[src/rtl/appleii_video_decoder.sv]
// Apple ][ video decoder: serial video bit to RGB with NTSC-artifact colour,
// monochrome tints, odd-line dimming, and HS/VS/blanking regenerated from HBL/VBL.
`timescale 1ns/1ps
module appleii_video_decoder #(
    parameter int unsigned OUT_W        = 8,
    parameter int unsigned ACTIVE_LEN   = 564,
    parameter int unsigned FRONT_PORCH  = 130,
    parameter int unsigned HSYNC_LEN    = 68,
    parameter int unsigned VBL_TO_VSYNC = 33,
    parameter int unsigned VSYNC_LINES  = 3,
    parameter int unsigned DE_TAP_A     = 9,
    parameter int unsigned DE_TAP_B     = 17
) (
    input  logic             CLK_14M,
    input  logic             RESET_N,
    input  logic             VIDEO,
    input  logic             COLOR_LINE,
    input  logic             MONO_FORCE,
    input  logic [1:0]       SCREEN_MODE,
    input  logic [1:0]       SCANLINES,
    input  logic             HBL,
    input  logic             VBL,
    output logic             VGA_HS,
    output logic             VGA_VS,
    output logic             VGA_HBL,
    output logic             VGA_VBL,
    output logic [OUT_W-1:0] VGA_R,
    output logic [OUT_W-1:0] VGA_G,
    output logic [OUT_W-1:0] VGA_B
);

    localparam logic [10:0] HS_START = 11'(ACTIVE_LEN + FRONT_PORCH);
    localparam logic [10:0] HS_END   = 11'(ACTIVE_LEN + FRONT_PORCH + HSYNC_LEN);
    localparam logic [5:0]  VS_ON    = 6'(VBL_TO_VSYNC);
    localparam logic [5:0]  VS_OFF   = 6'(VBL_TO_VSYNC + VSYNC_LINES);

    logic              last_hbl;
    logic              line_seen;   // set by the first HBL fall after reset
    logic              vbl_d;
    logic              parity;
    logic [10:0]       hcount;
    logic [5:0]        vcount;
    logic [5:0]        sw;
    // Only taps up to DE_TAP_B are ever observed, so the pipe stops there.
    logic [DE_TAP_B:0] hbl_pipe;

    logic        line_start;
    logic        hs_rise;
    logic        hs_fall;
    logic [23:0] bg;
    logic [23:0] fg;
    logic [23:0] b_k;
    logic [3:0]  tint_bits;
    logic [9:0]  sum_r;
    logic [9:0]  sum_g;
    logic [9:0]  sum_b;
    logic [23:0] col;
    logic [23:0] col_out;

    // Artifact-colour basis, packed as {R, G, B}.
    function automatic logic [23:0] basis(input logic [1:0] idx);
        logic [23:0] v;
        case (idx)
            2'd0:    v = 24'h503838;
            2'd1:    v = 24'h379410;
            2'd2:    v = 24'h082CB0;
            default: v = 24'h700707;
        endcase
        return v;
    endfunction

    function automatic logic [7:0] sat8(input logic [9:0] s);
        return (s[9:8] != 2'b00) ? 8'hFF : s[7:0];
    endfunction

    function automatic logic [7:0] dim(input logic [7:0] c, input logic [1:0] lvl);
        logic [7:0] v;
        case (lvl)
            2'b01:   v = c - (c >> 2);
            2'b10:   v = c >> 1;
            2'b11:   v = c >> 2;
            default: v = c;
        endcase
        return v;
    endfunction

    // {c, c} top-sliced gives truncation below 8 bits and MSB replication above.
    function automatic logic [OUT_W-1:0] widen(input logic [7:0] c);
        logic [15:0] rep;
        rep = {c, c};
        return rep[15 -: OUT_W];
    endfunction

    assign line_start = last_hbl & ~HBL;
    // Line start wins over a coincident HS point.
    assign hs_rise    = line_seen & ~line_start & (hcount == HS_START);
    assign hs_fall    = (hcount == HS_END);
    assign VGA_HBL    = hbl_pipe[DE_TAP_A] & hbl_pipe[DE_TAP_B];
    assign VGA_VBL    = vbl_d;

    // Line timing: HBL edge detect, counters, line parity and blank pipe.
    always_ff @(posedge CLK_14M or negedge RESET_N) begin
        if (!RESET_N) begin
            last_hbl  <= 1'b0;
            line_seen <= 1'b0;
            vbl_d     <= 1'b0;
            parity    <= 1'b0;
            hcount    <= '0;
            vcount    <= '0;
            hbl_pipe  <= '0;
        end else begin
            last_hbl <= HBL;
            hbl_pipe <= {hbl_pipe[DE_TAP_B-1:0], last_hbl};
            if (line_start) begin
                hcount    <= '0;
                vbl_d     <= VBL;
                line_seen <= 1'b1;
                if (VBL) begin
                    vcount <= (vcount == 6'd63) ? vcount : vcount + 6'd1;
                    parity <= 1'b0;
                end else begin
                    vcount <= '0;
                    parity <= ~parity;
                end
            end else if (hcount != 11'h7FF) begin
                hcount <= hcount + 11'd1;
            end
        end
    end

    // Sync generation: VS only moves on an HS rising edge.
    always_ff @(posedge CLK_14M or negedge RESET_N) begin
        if (!RESET_N) begin
            VGA_HS <= 1'b0;
            VGA_VS <= 1'b0;
        end else if (hs_rise) begin
            VGA_HS <= 1'b1;
            if (vcount == VS_ON) begin
                VGA_VS <= 1'b1;
            end else if (vcount == VS_OFF) begin
                VGA_VS <= 1'b0;
            end
        end else if (hs_fall) begin
            VGA_HS <= 1'b0;
        end
    end

    // Video shift window, newest bit enters at the top.
    always_ff @(posedge CLK_14M or negedge RESET_N) begin
        if (!RESET_N) begin
            sw <= '0;
        end else begin
            sw <= {VIDEO, sw[5:1]};
        end
    end

    // Pixel decode from the pre-update window: mono, stable tint or tint transition.
    always_comb begin
        bg      = 24'h000000;
        fg      = 24'hFFFFFF;
        b_k     = 24'h000000;
        col     = 24'h000000;
        col_out = 24'h000000;
        case (SCREEN_MODE)
            2'b10: begin
                bg = 24'h000F01;
                fg = 24'h00C001;
            end
            2'b11: begin
                bg = 24'h200801;
                fg = 24'hFF8001;
            end
            default: ;
        endcase

        // Bit k selects basis[(hcount + k) mod 4]; sw[4] stands in for k = 0.
        tint_bits = {sw[3], sw[2], sw[1], sw[4]};
        sum_r     = {2'b00, bg[23:16]};
        sum_g     = {2'b00, bg[15:8]};
        sum_b     = {2'b00, bg[7:0]};
        for (int k = 0; k < 4; k++) begin
            b_k = basis(hcount[1:0] + 2'(k));
            if (tint_bits[k]) begin
                sum_r = sum_r + {2'b00, b_k[23:16]};
                sum_g = sum_g + {2'b00, b_k[15:8]};
                sum_b = sum_b + {2'b00, b_k[7:0]};
            end
        end

        if (COLOR_LINE | MONO_FORCE) begin
            col = sw[2] ? fg : bg;
        end else if ((sw[0] == sw[4]) && (sw[1] == sw[5])) begin
            col = {sat8(sum_r), sat8(sum_g), sat8(sum_b)};
        end else begin
            case (sw[3:2])
                2'b11:   col = 24'hFFFFFF;
                2'b00:   col = 24'h000000;
                default: col = 24'h808080;
            endcase
        end

        if (parity) begin
            col_out = {dim(col[23:16], SCANLINES), dim(col[15:8], SCANLINES),
                       dim(col[7:0], SCANLINES)};
        end else begin
            col_out = col;
        end
    end

    // Colour output register; held at zero until the first line after reset.
    always_ff @(posedge CLK_14M or negedge RESET_N) begin
        if (!RESET_N) begin
            VGA_R <= '0;
            VGA_G <= '0;
            VGA_B <= '0;
        end else if (line_seen) begin
            VGA_R <= widen(col_out[23:16]);
            VGA_G <= widen(col_out[15:8]);
            VGA_B <= widen(col_out[7:0]);
        end
    end

endmodule

[config.mk]
export PLATFORM = sky130hd
export DESIGN_NAME = appleii_video_decoder
export DESIGN_NICKNAME = d
export VERILOG_FILES = /design/src/rtl/appleii_video_decoder.sv
export SDC_FILE = /design/constraint.sdc
export NUM_CORES = 1
export LEC_CHECK = 0
export ABC_CLOCK_PERIOD_IN_PS = 12450
export CAP_MARGIN = 10
export CELL_PAD_IN_SITES_DETAIL_PLACEMENT = 0
export CELL_PAD_IN_SITES_GLOBAL_PLACEMENT = 1
export CORE_AREA = 2 2 133 135
export DETAILED_ROUTE_END_ITERATION = 6
export DIE_AREA = 0 0 135 137
export PLACE_DENSITY_LB_ADDON = 0.1
export SKIP_LAST_GASP = 1
export SYNTH_ARGS = -nofsm -noshare
export SYNTH_HDL_FRONTEND = slang
export SYNTH_SLANG_ARGS = --single-unit
export TNS_END_PERCENT = 5
[constraint.sdc]
create_clock -name CLK_14M -period 12.45 [get_ports CLK_14M]
set_clock_uncertainty 0.05 [all_clocks]
set_input_delay 2.49 -clock CLK_14M [delete_from_list [all_inputs] [get_ports CLK_14M]]
set_output_delay 2.49 -clock CLK_14M [all_outputs]
set_load 0.02 [all_outputs]
==> key figures <==
GRT
  – GR Overflow Total: 0
  – First-pass GRT wire length: ~40000 um
  – Vias in the first global route: around 7800
  – Global Route Usage Sum: 27.7%
  – Initial antenna violation count: 0
  – Largest net degree at the start of global routing: about 70

CTS
  – Clock Sinks: 71
  – Num CTS Buffers: 9
  – Deepest clock path buffer count: 2
  – Clock slew at reported path FFs: approximately 60 ps
  – Clock Latency Late Sink: about 340 ps
  – Post-CTS setup buffers: 0
  – H-tree levels: 3
  – CTS resizes: 0
  – Root buf cell: clkbuf_16
  – Hold Buf Count CTS: 0
  – CTS tree: built

Timing
  – WHS: around 300 ps
  – Final Cycle Share: 84.1%
  – Slew margin rel.: a little under 30%
  – Setup TNS: 0 ps
  – Final setup fails: 0
  – Min Tclk post-route: 10470 ps
  – Final worst-path setup slack: between 1500 and 2000 ps
  – Worst slew pin tran: 1060 ps
  – RSZ-0062 raised after global routing: false
  – Fin. max-slew vios: 0
  – Final hold vios: 0
  – Peak Freq: around 96 MHz

Layout
  – Layout cells sized above 1: 6.76%
  – Layout fillers: about 1700
  – Commonest non-fill, non-tap cell in the layout: nor2_1
  – Utilization after layout: 55.6%
  – ANT cells: 0
  – Area grow syn2layout: 10.1%
  – Commonest cells after routing, fill and taps aside: nor2_1, ha_1, nand2_1
  – Final #Nets: between 1000 and 1500
  – Layout Cells excl Fill: between 1000 and 1500
  – Final instance area: between 9000 and 10000 um2

Drt
  – Vias: slightly above 8000
  – Final wirelength: approximately 25000 um
  – Number of antenna-violating nets in the routed design: 0
  – Avg WL per Cell: around 19 um
  – Initial DRC Count: ~550
  – DRC Markers: 0
  – Vias/cell: around 6.1
  – Pre-antenna DRT Iters: 4

Yosys
  – Synth Warn #: 0
  – Post-synthesis sequential area ratio: 20.6%
  – Mux contribution to synthesized area: roughly 4.9%
  – Synth Area in Adders: 16.8%
  – Area fraction in compound gates after synthesis: a little over a quarter
  – Post-Synth XOR/XNOR Area: approximately 5.8%
  – Yosys reg bits: between 70 and 80
  – Syn Nets: around 1200
  – Synthesized area per cell: between 8 and 9 um2
  – Post-synthesis cell area: about 8600 um2
  – Post-synth EDFFs: 0
  – Post-synth ARST share: between 90% and 100%
  – Mapped Cells: 1069
  – Yosys cell types: 88
  – Synth Flop Type: dfrtp_1
  – Post-synthesis simple-gate area fraction: 20.5%
  – Main combinational cell family by area after synthesis: compound AO/OA/AOI/OAI gates

Floorplan
  – I/O pin cnt: 39
  – Core Area: between 15000 and 20000 um2
  – Std cell rows: 48
  – Initial core utilization: around 50%
  – Die Wd: 135 um
  – Die height: between 100 and 150 um
  – Die ar.: between 15000 and 20000 um2

Setup path
  – CP max stage delay: between 700 and 800 ps
  – WP buf/inv: 3
  – R2R Setup Slk: 3550 ps
  – Crit Path Max Fanout: 12
  – FF-to-FF path depth: 42
  – CP most frequent cell: ha_1
  – CP Data Required Time: about 13000 ps
  – CP top delay family: compound AO/OA/AOI/OAI gates
  – Critical setup path kind: primary input to register
  – Reg2reg start: hcount[0]
  – CP Capture Type: register
  – Reg-to-reg endpoint: VGA_G[6]
  – Crit path DAT: 10650 ps
  – CP max-delay cell: clkdlybuf4s50_1
  – CP Launch Type: primary input

Power and ir drop
  – Sw Ratio: just under 50%
  – Leakage: roughly 4.1 nW
  – PD cells: about 210 nW/um2
  – Peak supply drop: approximately 0.15 mV
  – Clock share of power: 12.8%
  – Switching Power: roughly 980 uW
  – Sequential power share: 14.4%
  – Int Pwr: ~1.0 mW
  – Design Power: 1.99 mW
  – Comb power frac: between 70 and 80%

Flow run
  – Max-cap violations: 0

Place
  – Port bufs: 38
  – Post-place setup slack: 1690 ps
  – Inst Count DP: between 1000 and 1500
  – Hpwl dp: ~19000 um
  – GPL Wtd Cong: between 0.9 and 1
  – Placed cell area: approximately 9000 um2

Worst hold path
  – Hold Path Depth: 0
  – Hold endpoint: hbl_pipe[5]
  – Hold crit path type: register to register
  – Hold_sp: hbl_pipe[4]

Run status
  – Status: finished clean
-- flip-flops by register name, summed over array words and instances (netlist names) --
| signal | count |
|---|---|
| VGA_B | 8 |
| VGA_G | 8 |
| VGA_HS | 1 |
| VGA_R | 8 |
| VGA_VBL | 1 |
| VGA_VS | 1 |
| hbl_pipe | 18 |
| hcount | 11 |
| last_hbl | 1 |
| line_seen | 1 |
| parity | 1 |
| sw | 6 |
| vcount | 6 |
-- cells in the mapped netlist, drive strengths merged (7+ instances only) --
| cell | n | area (um2) |
|---|---|---|
| nand3 | 26 | 130 |
| xor2 | 24 | 210 |
| xnor2 | 33 | 289 |
| dfrtp | 71 | 1780 |
| o21bai | 7 | 52.6 |
| nor2 | 100 | 383 |
| a21o | 17 | 128 |
| nor2b | 26 | 165 |
| fa | 14 | 280 |
| a211oi | 23 | 178 |
| nand4 | 10 | 62.6 |
| nand2 | 90 | 340 |
| o221ai | 8 | 70.1 |
| inv | 65 | 244 |
| nor3 | 22 | 115 |
| ha | 93 | 1160 |
| or3 | 10 | 67.6 |
| o22ai | 10 | 62.6 |
| a21oi | 78 | 402 |
| mux2i | 24 | 240 |
| o31ai | 10 | 80.1 |
| o21ai | 72 | 364 |
| nand2b | 17 | 106 |
| mux2 | 16 | 180 |
| a31oi | 16 | 100 |
| and2 | 15 | 93.8 |
| o21a | 26 | 195 |
| buf | 9 | 42.5 |
| clkbuf | 29 | 109 |
-- final cells by class --
| type | count | area [um2] | area share, % |
|---|---|---|---|
| clock buffers | 9 | 225 | 2.38 |
| clock inverters | 7 | 61.3 | 0.647 |
| inverters | 67 | 251 | 2.65 |
| multi-input cells | 893 | 6430 | 67.8 |
| flip-flops and latches | 71 | 1780 | 18.8 |
| well taps | 225 | 282 | 2.97 |
| repair buffers | 48 | 453 | 4.78 |
-- how the worst max path moves through the flow --
stage                     cells after the start  slack [ps]           start       end
after floorplan                              39        3160  SCREEN_MODE[1]  VGA_G[6]
after global routing                         40        1230  SCREEN_MODE[1]  VGA_G[6]
final                                        40        1980  SCREEN_MODE[1]  VGA_G[6]
after CTS                                    40        2030  SCREEN_MODE[1]  VGA_G[6]
after global placement                       38        1920  SCREEN_MODE[1]  VGA_G[6]
after detailed placement                     40        1690  SCREEN_MODE[1]  VGA_G[6]
-- worst register-to-register path: cells and delay by family, from the launching register on --
kind / cells / cell delay, ps
AOI/OAI and AO/OA: 19 / 3620
xor gates and xnor gates: 2 / 250
DFF: 1 / 450
and+or+nand+nor: 11 / 1650
muxes: 1 / 180
buffers and inverters: 2 / 210
adders and majority gates: 7 / 2370
-- logic make-up after synthesis --
family / Yosys count
buffers and inverters: 105
AND/OR/NAND/NOR: 355
XOR/XNOR: 57
flip-flops: 71
AO/OA/AOI/OAI: 334
adder cells (fa/ha/maj): 107
multiplexers: 40
-- power by group through the flow --
| stage | registers (mW) | clock network, mW | logic, mW |
|---|---|---|---|
| finish | 0.287 | 0.253 | 1.45 |
| global route | 0.291 | 0.264 | 1.62 |
| CTS | 0.287 | 0.258 | 1.43 |
| detailed placement | 0.291 | 0 | 1.42 |
| global placement | 0.291 | 0 | 1.41 |
| floorplan | 0.309 | 0 | 1.08 |
-- layer usage --
metal  GRT usage, %  wire [um]
met1           38.6      11600
met2           45.2      11400
met3           3.48       1290
met4           7.81        555
met5              0          0
Note: power is estimated with default switching activity, not from simulation.
